[config.mk]
export PLATFORM = sky130hd
export DESIGN_NAME = uart_receiver
export DESIGN_NICKNAME = d
export VERILOG_FILES = /design/src/rtl/uart_pkg.sv /design/src/rtl/uart_sync.sv /design/src/rtl/uart_receiver.sv
export SDC_FILE = /design/constraint.sdc
export NUM_CORES = 1
export LEC_CHECK = 0
export BUFFER_PORTS_ARGS = -buffer_cell sky130_fd_sc_hd__buf_2
export CAP_MARGIN = 20
export CORE_AREA = 2 2 64 82
export DETAILED_ROUTE_END_ITERATION = 16
export DIE_AREA = 0 0 66 84
export PLACE_DENSITY = 0.52
export SETUP_SLACK_MARGIN = 0.02
export SLEW_MARGIN = 20
export SYNTH_ARGS = -nofsm -noshare
export SYNTH_HDL_FRONTEND = slang
export SYNTH_SLANG_ARGS = --single-unit
[constraint.sdc]
create_clock -name clk -period 2.3 [get_ports clk]
set_clock_uncertainty 0.2 [all_clocks]
set_input_delay 0.115 -clock clk [delete_from_list [all_inputs] [get_ports clk]]
set_output_delay 0.115 -clock clk [all_outputs]
set_load 0.05 [all_outputs]
[src/rtl/uart_pkg.sv]
// -----------------------------------------------------------------------------
// uart_pkg
//   Types and constants shared by the UART receiver and transmitter.
//   Contents:
//     UART_DATA_BITS   - default data bits per frame
//     UART_OVERSAMPLE  - default enable ticks per bit period
//     rx_state_t       - receiver frame-tracking states
//     majority3()      - 2-of-3 vote used by the optional noise filter
// -----------------------------------------------------------------------------
package uart_pkg;

   localparam int UART_DATA_BITS  = 8;
   localparam int UART_OVERSAMPLE = 16;

   typedef enum logic [2:0] {
      IDLE,
      START,
      DATA,
      STOP,
      BREAK
   } rx_state_t;

   function automatic logic majority3(input logic a, input logic b, input logic c);
      return (a & b) | (a & c) | (b & c);
   endfunction

endpackage

[src/rtl/uart_sync.sv]
// -----------------------------------------------------------------------------
// uart_sync
//   N-stage synchronizer for an asynchronous input. All stages reset to 1,
//   which is the idle level of a UART line, so a reset never looks like a
//   start bit.
//   Parameters:
//     STAGES  - number of flops in the chain (>= 1)
//   Ports:
//     clk     in   system clock
//     reset   in   synchronous, active-high reset
//     d       in   asynchronous input
//     q       out  synchronized output (last stage)
// -----------------------------------------------------------------------------
module uart_sync #(
   parameter int STAGES = 2
) (
   input  logic clk,
   input  logic reset,
   input  logic d,
   output logic q
);

   logic [STAGES-1:0] sync_q;
   logic [STAGES-1:0] sync_d;

   always_comb begin
      sync_d[0] = d;
      for (int i = 1; i < STAGES; i++) begin
         sync_d[i] = sync_q[i-1];
      end
   end

   // NOTE: clocked state uses non-blocking assignments so every flop samples
   // the pre-edge value of its neighbour; blocking here would collapse the chain.
   always_ff @(posedge clk) begin
      if (reset) begin
         sync_q <= '1;
      end else begin
         sync_q <= sync_d;
      end
   end

   assign q = sync_q[STAGES-1];

endmodule

[src/rtl/uart_receiver.sv]
// -----------------------------------------------------------------------------
// uart_receiver
//   UART receive stage: 1 start bit, DATA_BITS data bits, 1 stop bit, sampled
//   with an oversample tick from the shared baud-rate generator. Each byte is
//   presented with RDA until the bus side acknowledges it; framing and overrun
//   errors are flagged alongside.
//
//   Build option:
//     RX_MAJORITY_VOTE_EN - when defined, every bit (start, data, stop) is the
//                           2-of-3 majority of the ticks mid-1, mid, mid+1; the
//                           decision lands one tick later than the plain build.
//
//   Parameters:
//     DATA_BITS    - data bits per frame
//     OVERSAMPLE   - enable ticks per bit period (even, >= 4)
//     MSB_FIRST    - 1: first received data bit is bit DATA_BITS-1; 0: LSB first
//     SYNC_STAGES  - flops in the RxD synchronizer
//   Ports:
//     clk            in   system clock
//     reset          in   synchronous, active-high reset
//     enable         in   oversample tick, one clk wide
//     RxD            in   asynchronous serial line, idles high
//     read_ack       in   bus side has consumed rx_data
//     rx_data        out  last received byte
//     RDA            out  receive data available
//     framing_error  out  stop bit of the current byte was sampled low
//     overrun        out  a byte was overwritten before read_ack
//     busy           out  frame reception in progress
// -----------------------------------------------------------------------------
module uart_receiver
   import uart_pkg::*;
#(
   parameter int DATA_BITS   = UART_DATA_BITS,
   parameter int OVERSAMPLE  = UART_OVERSAMPLE,
   parameter int MSB_FIRST   = 1,
   parameter int SYNC_STAGES = 2
) (
   input  logic                 clk,
   input  logic                 reset,
   input  logic                 enable,
   input  logic                 RxD,
   input  logic                 read_ack,
   output logic [DATA_BITS-1:0] rx_data,
   output logic                 RDA,
   output logic                 framing_error,
   output logic                 overrun,
   output logic                 busy
);

   localparam int CNT_W = $clog2(OVERSAMPLE);
   localparam int BIT_W = $clog2(DATA_BITS + 1);

`ifdef RX_MAJORITY_VOTE_EN
   localparam int VOTE_DLY = 1;
`else
   localparam int VOTE_DLY = 0;
`endif

   // Start bit is judged at its middle; afterwards every OVERSAMPLE ticks lands
   // mid-bit again. The vote build shifts the whole grid by one tick.
   localparam logic [CNT_W-1:0] START_LAST = CNT_W'(OVERSAMPLE / 2 - 1 + VOTE_DLY);
   localparam logic [CNT_W-1:0] BIT_LAST   = CNT_W'(OVERSAMPLE - 1);
   localparam logic [BIT_W-1:0] LAST_DATA  = BIT_W'(DATA_BITS - 1);

   logic rxs;
   logic bit_val;

   rx_state_t            state_q,    state_d;
   logic [CNT_W-1:0]     tick_cnt_q, tick_cnt_d;
   logic [BIT_W-1:0]     bit_cnt_q,  bit_cnt_d;
   logic [DATA_BITS-1:0] shift_q,    shift_d;
   logic [DATA_BITS-1:0] rx_data_q,  rx_data_d;
   logic                 rda_q,      rda_d;
   logic                 fe_q,       fe_d;
   logic                 ovr_q,      ovr_d;
   logic                 busy_q,     busy_d;
   logic                 deliver;
   logic                 fe_next;

   uart_sync #(
      .STAGES (SYNC_STAGES)
   ) u_rxd_sync (
      .clk   (clk),
      .reset (reset),
      .d     (RxD),
      .q     (rxs)
   );

`ifdef RX_MAJORITY_VOTE_EN
   // Last two tick samples of rxs; together with the current one they form
   // the mid-1 / mid / mid+1 window at the decision tick.
   logic [1:0] hist_q, hist_d;

   always_comb begin
      hist_d = hist_q;
      if (enable) begin
         hist_d = {hist_q[0], rxs};
      end
   end

   always_ff @(posedge clk) begin
      if (reset) begin
         hist_q <= 2'b11;
      end else begin
         hist_q <= hist_d;
      end
   end

   assign bit_val = majority3(hist_q[1], hist_q[0], rxs);
`else
   assign bit_val = rxs;
`endif

   always_comb begin
      // NOTE: every variable gets a default before the case so no path leaves
      // one unassigned, which would otherwise infer a latch.
      state_d    = state_q;
      tick_cnt_d = tick_cnt_q;
      bit_cnt_d  = bit_cnt_q;
      shift_d    = shift_q;
      rx_data_d  = rx_data_q;
      rda_d      = rda_q;
      fe_d       = fe_q;
      ovr_d      = ovr_q;
      deliver    = 1'b0;
      fe_next    = 1'b0;

      if (enable) begin
         unique case (state_q)
            IDLE: begin
               if (!rxs) begin
                  state_d    = START;
                  tick_cnt_d = '0;
               end
            end
            START: begin
               if (tick_cnt_q == START_LAST) begin
                  tick_cnt_d = '0;
                  bit_cnt_d  = '0;
                  // A line that is high again by mid-bit was only a glitch.
                  state_d    = bit_val ? IDLE : DATA;
               end else begin
                  tick_cnt_d = tick_cnt_q + CNT_W'(1);
               end
            end
            DATA: begin
               if (tick_cnt_q == BIT_LAST) begin
                  tick_cnt_d = '0;
                  bit_cnt_d  = bit_cnt_q + BIT_W'(1);
                  if (MSB_FIRST != 0) begin
                     shift_d = {shift_q[DATA_BITS-2:0], bit_val};
                  end else begin
                     shift_d = {bit_val, shift_q[DATA_BITS-1:1]};
                  end
                  if (bit_cnt_q == LAST_DATA) begin
                     state_d = STOP;
                  end
               end else begin
                  tick_cnt_d = tick_cnt_q + CNT_W'(1);
               end
            end
            STOP: begin
               if (tick_cnt_q == BIT_LAST) begin
                  tick_cnt_d = '0;
                  deliver    = 1'b1;
                  fe_next    = ~bit_val;
                  // A low stop bit parks in BREAK so a held-low line cannot
                  // start a fresh frame.
                  state_d    = bit_val ? IDLE : BREAK;
               end else begin
                  tick_cnt_d = tick_cnt_q + CNT_W'(1);
               end
            end
            BREAK: begin
               if (rxs) begin
                  state_d = IDLE;
               end
            end
            default: begin
               state_d = IDLE;
            end
         endcase
      end

      // A delivery outranks a coincident acknowledge: the new byte is unread.
      if (deliver) begin
         rx_data_d = shift_q;
         rda_d     = 1'b1;
         fe_d      = fe_next;
         ovr_d     = rda_q & ~read_ack;
      end else if (read_ack && rda_q) begin
         rda_d = 1'b0;
         fe_d  = 1'b0;
         ovr_d = 1'b0;
      end

      busy_d = (state_d != IDLE);
   end

   always_ff @(posedge clk) begin
      if (reset) begin
         state_q    <= IDLE;
         tick_cnt_q <= '0;
         bit_cnt_q  <= '0;
         shift_q    <= '0;
         rx_data_q  <= '0;
         rda_q      <= 1'b0;
         fe_q       <= 1'b0;
         ovr_q      <= 1'b0;
         busy_q     <= 1'b0;
      end else begin
         state_q    <= state_d;
         tick_cnt_q <= tick_cnt_d;
         bit_cnt_q  <= bit_cnt_d;
         shift_q    <= shift_d;
         rx_data_q  <= rx_data_d;
         rda_q      <= rda_d;
         fe_q       <= fe_d;
         ovr_q      <= ovr_d;
         busy_q     <= busy_d;
      end
   end

   assign rx_data       = rx_data_q;
   assign RDA           = rda_q;
   assign framing_error = fe_q;
   assign overrun       = ovr_q;
   assign busy          = busy_q;

endmodule

Word-level counts from Yosys, hierarchy flattened
Index checks and enable logic that the tools add are counted.
- flip-flop bits (word level): 33
- bits of input ports: 5
- output and inout bits: 12
- logic and storage cells: 62
- $add $sub $neg: 2
- eq/ne operators: 10
- mux-type cells: 27
- bitwise logic cells: 3
- reduce and logical (&&, ||, !) cells: 10
- operators by type and width (kind ; count):
    2-to-1 mux 3 bit ; 8
    2-to-1 mux 4 bit ; 5
    one-hot mux 3 bit (5 select lines) ; 1
    one-hot mux 4 bit (3 select lines) ; 1
    2-to-1 mux 1 bit ; 10
    adder 4 x 1 -> 4 bit, second input constant ; 2
    equality test 4 x 3 -> 1 bit, second input constant ; 2
    one-hot mux 4 bit (2 select lines) ; 1
    equality test 3 x 2 -> 1 bit, second input constant ; 2
    inequality test 2 bit, second input constant ; 3
    AND reduction 3 bit ; 2
    nonzero test 3 bit ; 2
    equality test 4 bit, second input constant ; 1
    AND reduction 4 bit ; 1
    nonzero test 2 bit ; 2
    equality test 3 x 1 -> 1 bit, second input constant ; 1
    equality test 3 bit, second input constant ; 1
    zero test 3 bit ; 1
    2-to-1 mux 2 bit ; 1
    inverter 1 bit ; 2
    OR reduction 2 bit ; 1
    AND 1 bit ; 1
    logical AND 1 bit ; 1

Longest topological paths before layout
- depth in word-level cells: 6
- gate-level depth with buffers: 7
- gate-level depth less buffers: 5

Modules after synthesis
Synthesis repeated with hierarchy kept, for this count alone.
- cells, all modules: 159
- area, all modules: 1511.4 um^2
- modules (own cells, without submodules) (module ; times used ; cells an instance ; area each (um^2) ; sequential area each (um^2)):
    uart_receiver ; 1 ; 155 ; 1458.9 ; 620.6
    uart_sync ; 1 ; 4 ; 52.6 ; 40.0

Least setup slack after synthesis
No wires, ideal clock.
- path type: flip-flop to flip-flop
- start point: reg tick_cnt_q[0]
- end point: reg busy_q, in the netlist busy
- setup time: 127 ps
- data arrival time: 1451 ps
- required time: 1973 ps
- path slack: 522 ps
- cell stages (with the launch flop): 7
- buffers on the path: 1
- period minus slack after synthesis: 1778 ps
- cells stage by stage: dfxtp_1 ha_1 and2_1 buf_2 a32oi_1 o31ai_1 or3_1
- longest elaborated chain between the ends: 5
- elaborated cells on any way between the ends: 8
- classes of those cells: 2 x eq/ne; 5 x mux; 1 x reduce/logical
- ends and longest elaborated chain (item ; line ; RTL):
    from (decl) ; uart_receiver.sv:69 ; logic [CNT_W-1:0] tick_cnt_q, tick_cnt_d;
    from (signal assigned) ; uart_receiver.sv:213 ; tick_cnt_q <= tick_cnt_d;
    equality test 4 bit / equality test 4 x 3 -> 1 bit (equally long branches) ; uart_receiver.sv:147, uart_receiver.sv:163, uart_receiver.sv:137 ;
    2-to-1 mux 3 bit (on tied branches) ; uart_receiver.sv:163, uart_receiver.sv:137, uart_receiver.sv:147 ;
    one-hot mux 3 bit (5 select lines) (*) ; uart_receiver.sv:129 ; unique case (state_q)
    2-to-1 mux 3 bit (*) ; uart_receiver.sv:128 ; if (enable) begin
    nonzero test 3 bit (*) ; uart_receiver.sv:197 ; busy_d = (state_d != IDLE);
    to (signal assigned) ; uart_receiver.sv:220 ; busy_q <= busy_d;
    to (decl) ; uart_receiver.sv:76 ; logic busy_q, busy_d;
Every way passes the cells marked *; elsewhere a longest branch is shown, timed or not.
A chain may end at the register's enable or synchronous reset.

Worst setup path after layout
- start point: reg state_q[1]
- end point: reg shift_q[5]
- longest elaborated chain between the ends: 2
- ends and longest elaborated chain (item ; line ; RTL):
    from (decl) ; uart_receiver.sv:68 ; rx_state_t state_q, state_d;
    from (signal assigned) ; uart_receiver.sv:212 ; state_q <= state_d;
    equality test 3 x 2 -> 1 bit ; uart_receiver.sv:129 ;
    AND reduction 3 bit (no source line) ; -- ;
    to (signal assigned) ; uart_receiver.sv:215 ; shift_q <= shift_d;
    to (decl) ; uart_receiver.sv:71 ; logic [DATA_BITS-1:0] shift_q, shift_d;
No other way between the ends.

==> results.py <==
metrics = {
    "placed_design": {
        "io_buffers": 16,
        "dp_hpwl_um": 1980,
        "place.gp.congestion": 0.793,
        "dp_slack_ns": 0.288,
    },
    "synthesis": {
        "synth_ff_type": "dfxtp_1",
        "synthTopCellsByCount": "dfxtp_1, nand2_1, a21oi_1",
        "synth.area.top_cells": "dfxtp_1, a21oi_1, mux2i_1, nand2_1, nor2_1",
        "avgSynthCellArea_sq_um": 8.80,
        "synthArstFlopShare_pct": 0,
        "synth_compound_area_share_pct": 15.2,
        "synth_cell_types": 41,
        "synth_edf_count": 0,
        "synth_area_sq_mm": 0.00148,
        "synthCells": 168,
        "synth-seq-area-share_pct": 44.7,
        "synth-seq-cells": 33,
        "yosysWarnings": 0,
        "synth_xor_area_share_pct": 0.592,
        "muxShareOfSynthArea_pct": 6.09,
        "yosys.area.top_type_share_pct": 44.7,
        "syn_nets": 175,
        "synth_simple_gate_area_share_pct": 25.9,
        "synth_area_leader_cell": "dfxtp_1",
        "post-synth-top-count-cell": "dfxtp_1",
        "synth_fa_ha_area_share_pct": 1.69,
        "synth_top_family_by_area": "simple AND/OR/NAND/NOR gates",
    },
    "power": {
        "cellLeakagePower_nw": 0.646,
        "power_density_mw_per_mm2": 691,
        "irDropWorstVdd_mv": 0.407,
    },
    "setup_path": {
        "crit_fanout": 11,
        "r2r_cells": 4,
        "critPathArrivalTime_ns": 1.94,
        "cp.required_ns": 2.26,
        "start_kind": "flip-flop",
        "endpoint_kind": "flip-flop",
        "criticalPathCategory": "flip-flop to flip-flop",
    },
    "die": {
        "fp.dieH_um": 84,
        "pin_count": 17,
        "start_util_pct": 30.4,
        "fp-row-count": 29,
        "dieArea_sq_mm": 0.00554,
        "die_w_um": 66,
        "coreArea_sq_mm": 0.00486,
    },
    "timing": {
        "slew_viol_final": 0,
        "setup_slack_ns": 0.313,
        "tightest_slew_ns": 0.594,
        "clock.fmax_mhz": 503,
        "period_needed_ns": 1.99,
        "grt_setup_unrepaired": "no",
        "fin_crit_sh_pct": 86.4,
        "tns_ns": 0,
        "finalHoldViolations": 0,
        "slew_headroom_pct": 60.4,
        "setup_viol": 0,
    },
    "global_route": {
        "grt_start_max_net_pins": 34,
        "grt_antenna_before_repair": 0,
        "grt_pass1_vias": 1192,
        "track_usage_pct": 12.1,
        "grt_pass1_wl_um": 5310,
        "grt.overflow.total": 0,
    },
    "clocking": {
        "cts_tree": "built",
        "root_buffer": "clkbuf_8",
        "post_cts_buffers": 0,
        "cts_buffer_depth": 2,
        "cts_inserted_buffers": 5,
        "clkTransAtPathRegs_ns": 0.07,
        "insertion_delay_ns": 0.28,
        "clock_sink_count": 33,
        "htree_levels": 2,
    },
    "route": {
        "wl_um": 2950,
        "firstDrtPassIters": 4,
        "via_per_inst": 4.76,
        "route.detailed.drc": 0,
        "postRouteAntennaNets": 0,
        "drt_iter0_drc": 29,
        "wl_per_cell_um": 12.0,
        "via_count": 1172,
    },
    "min_path": {
        "hold_path.class": "input pin to flip-flop",
        "hold_depth": 2,
    },
    "layout": {
        "drive_above_1_share_pct": 16.3,
        "fillers": 540,
        "syn2layout_area_growth_pct": 15.7,
        "fin_nets": 190,
        "diodes": 0,
    },
    "run": {
        "cap_violations": 0,
    },
    "status": {
        "outcome": "complete, no violations",
    },
}
==> worst max-delay path: stages (launching register included) <==
cell and delay (ns):
dfxtp_1 0.54, nor3b_2 0.32, o211a_1 0.51, mux2i_1 0.24
nor2_1 0.05
==> per-layer routing <==
metal | up-vias | routed length [um] | track usage [%] | share of wire [%]
met4 | 0 | 47 | 4.45 | 1.6
met5 | - | 0 | 0 | 0
met3 | 6 | 123 | 4.18 | 4.2
li1 | 611 | - | - | -
met1 | 537 | 1400 | 14.1 | 47
met2 | 18 | 1380 | 20.1 | 47
==> worst paths after layout <==
kind,from,to,slack (ns)
max,state_q[1],shift_q[5],0.31
min,reset,bit_cnt_q[0],0.12
max reg2reg,state_q[1],shift_q[5],0.31
min reg2reg,u_rxd_sync.sync_q[0],u_rxd_sync.sync_q[1],0.21
==> repair_timing <==
action                    CTS  global route
hold buffers                3             0
gates resized for setup     0             0
hold endpoints to repair    7             0
==> power by group <==
part / switching (mW) / total [mW] / internal (mW)
clock network: 0.218 / 0.570 / 0.352
logic: 0.0214 / 0.0352 / 0.0138
registers: 0.00305 / 0.577 / 0.574
total: 0.243 / 1.18 / 0.940
==> layout make-up <==
cell class | instances | area (sq um) | share of cell area, %
clock buffers | 6 | 82.6 | 4.82
clock inverters | 2 | 37.5 | 2.19
inverters | 1 | 3.75 | 0.219
multi-input cells | 122 | 732 | 42.8
flip-flops and latches | 33 | 661 | 38.6
well taps | 62 | 77.6 | 4.53
repair buffers | 20 | 118 | 6.87
==> sequential cells by signal (all words and copies together) (netlist names) <==
register and cells:
state_q 3, u_rxd_sync.sync_q 2, busy 1, framing_error 1
RDA 1, overrun 1, tick_cnt_q 4, rx_data 8
bit_cnt_q 4, shift_q 8
==> cells by family after synthesis <==
kind of cell | after synthesis
fa+ha+maj | 2
simple gates | 73
flops | 33
xor+xnor | 1
buf+inv | 13
compound gates | 37
mux | 9
==> stage by stage <==
step / utilization, % / hold slack (ns) / std cells / area (sq um) / power (mW)
final: 35.2 / 0.119 / 246 / 1710 / 1.18
after global routing: 35.2 / 0.151 / 246 / 1710 / 1.23
after CTS: 35.2 / 0.123 / 246 / 1710 / 1.20
after detailed placement: 32.1 / 0.101 / 235 / 1560 / 0.622
after global placement: 32.1 / 0.100 / 235 / 1560 / 0.622
after floorplan: - / -0.0126 / 168 / 1480 / 0.613
==> cells in the final DEF, fill, tap and decap left out, types with 5 or more instances in the layout <==
| cell type | count |
|---|---|
| nand2_1 | 23 |
| mux2i_1 | 9 |
| clkbuf_8 | 6 |
| nand2b_1 | 5 |
| a21oi_1 | 19 |
| o21ai_0 | 5 |
| dfxtp_1 | 33 |
| buf_2 | 16 |
| nor2_1 | 18 |
| nand3_1 | 5 |
No activity file was read; power rests on OpenSTA's default activity.
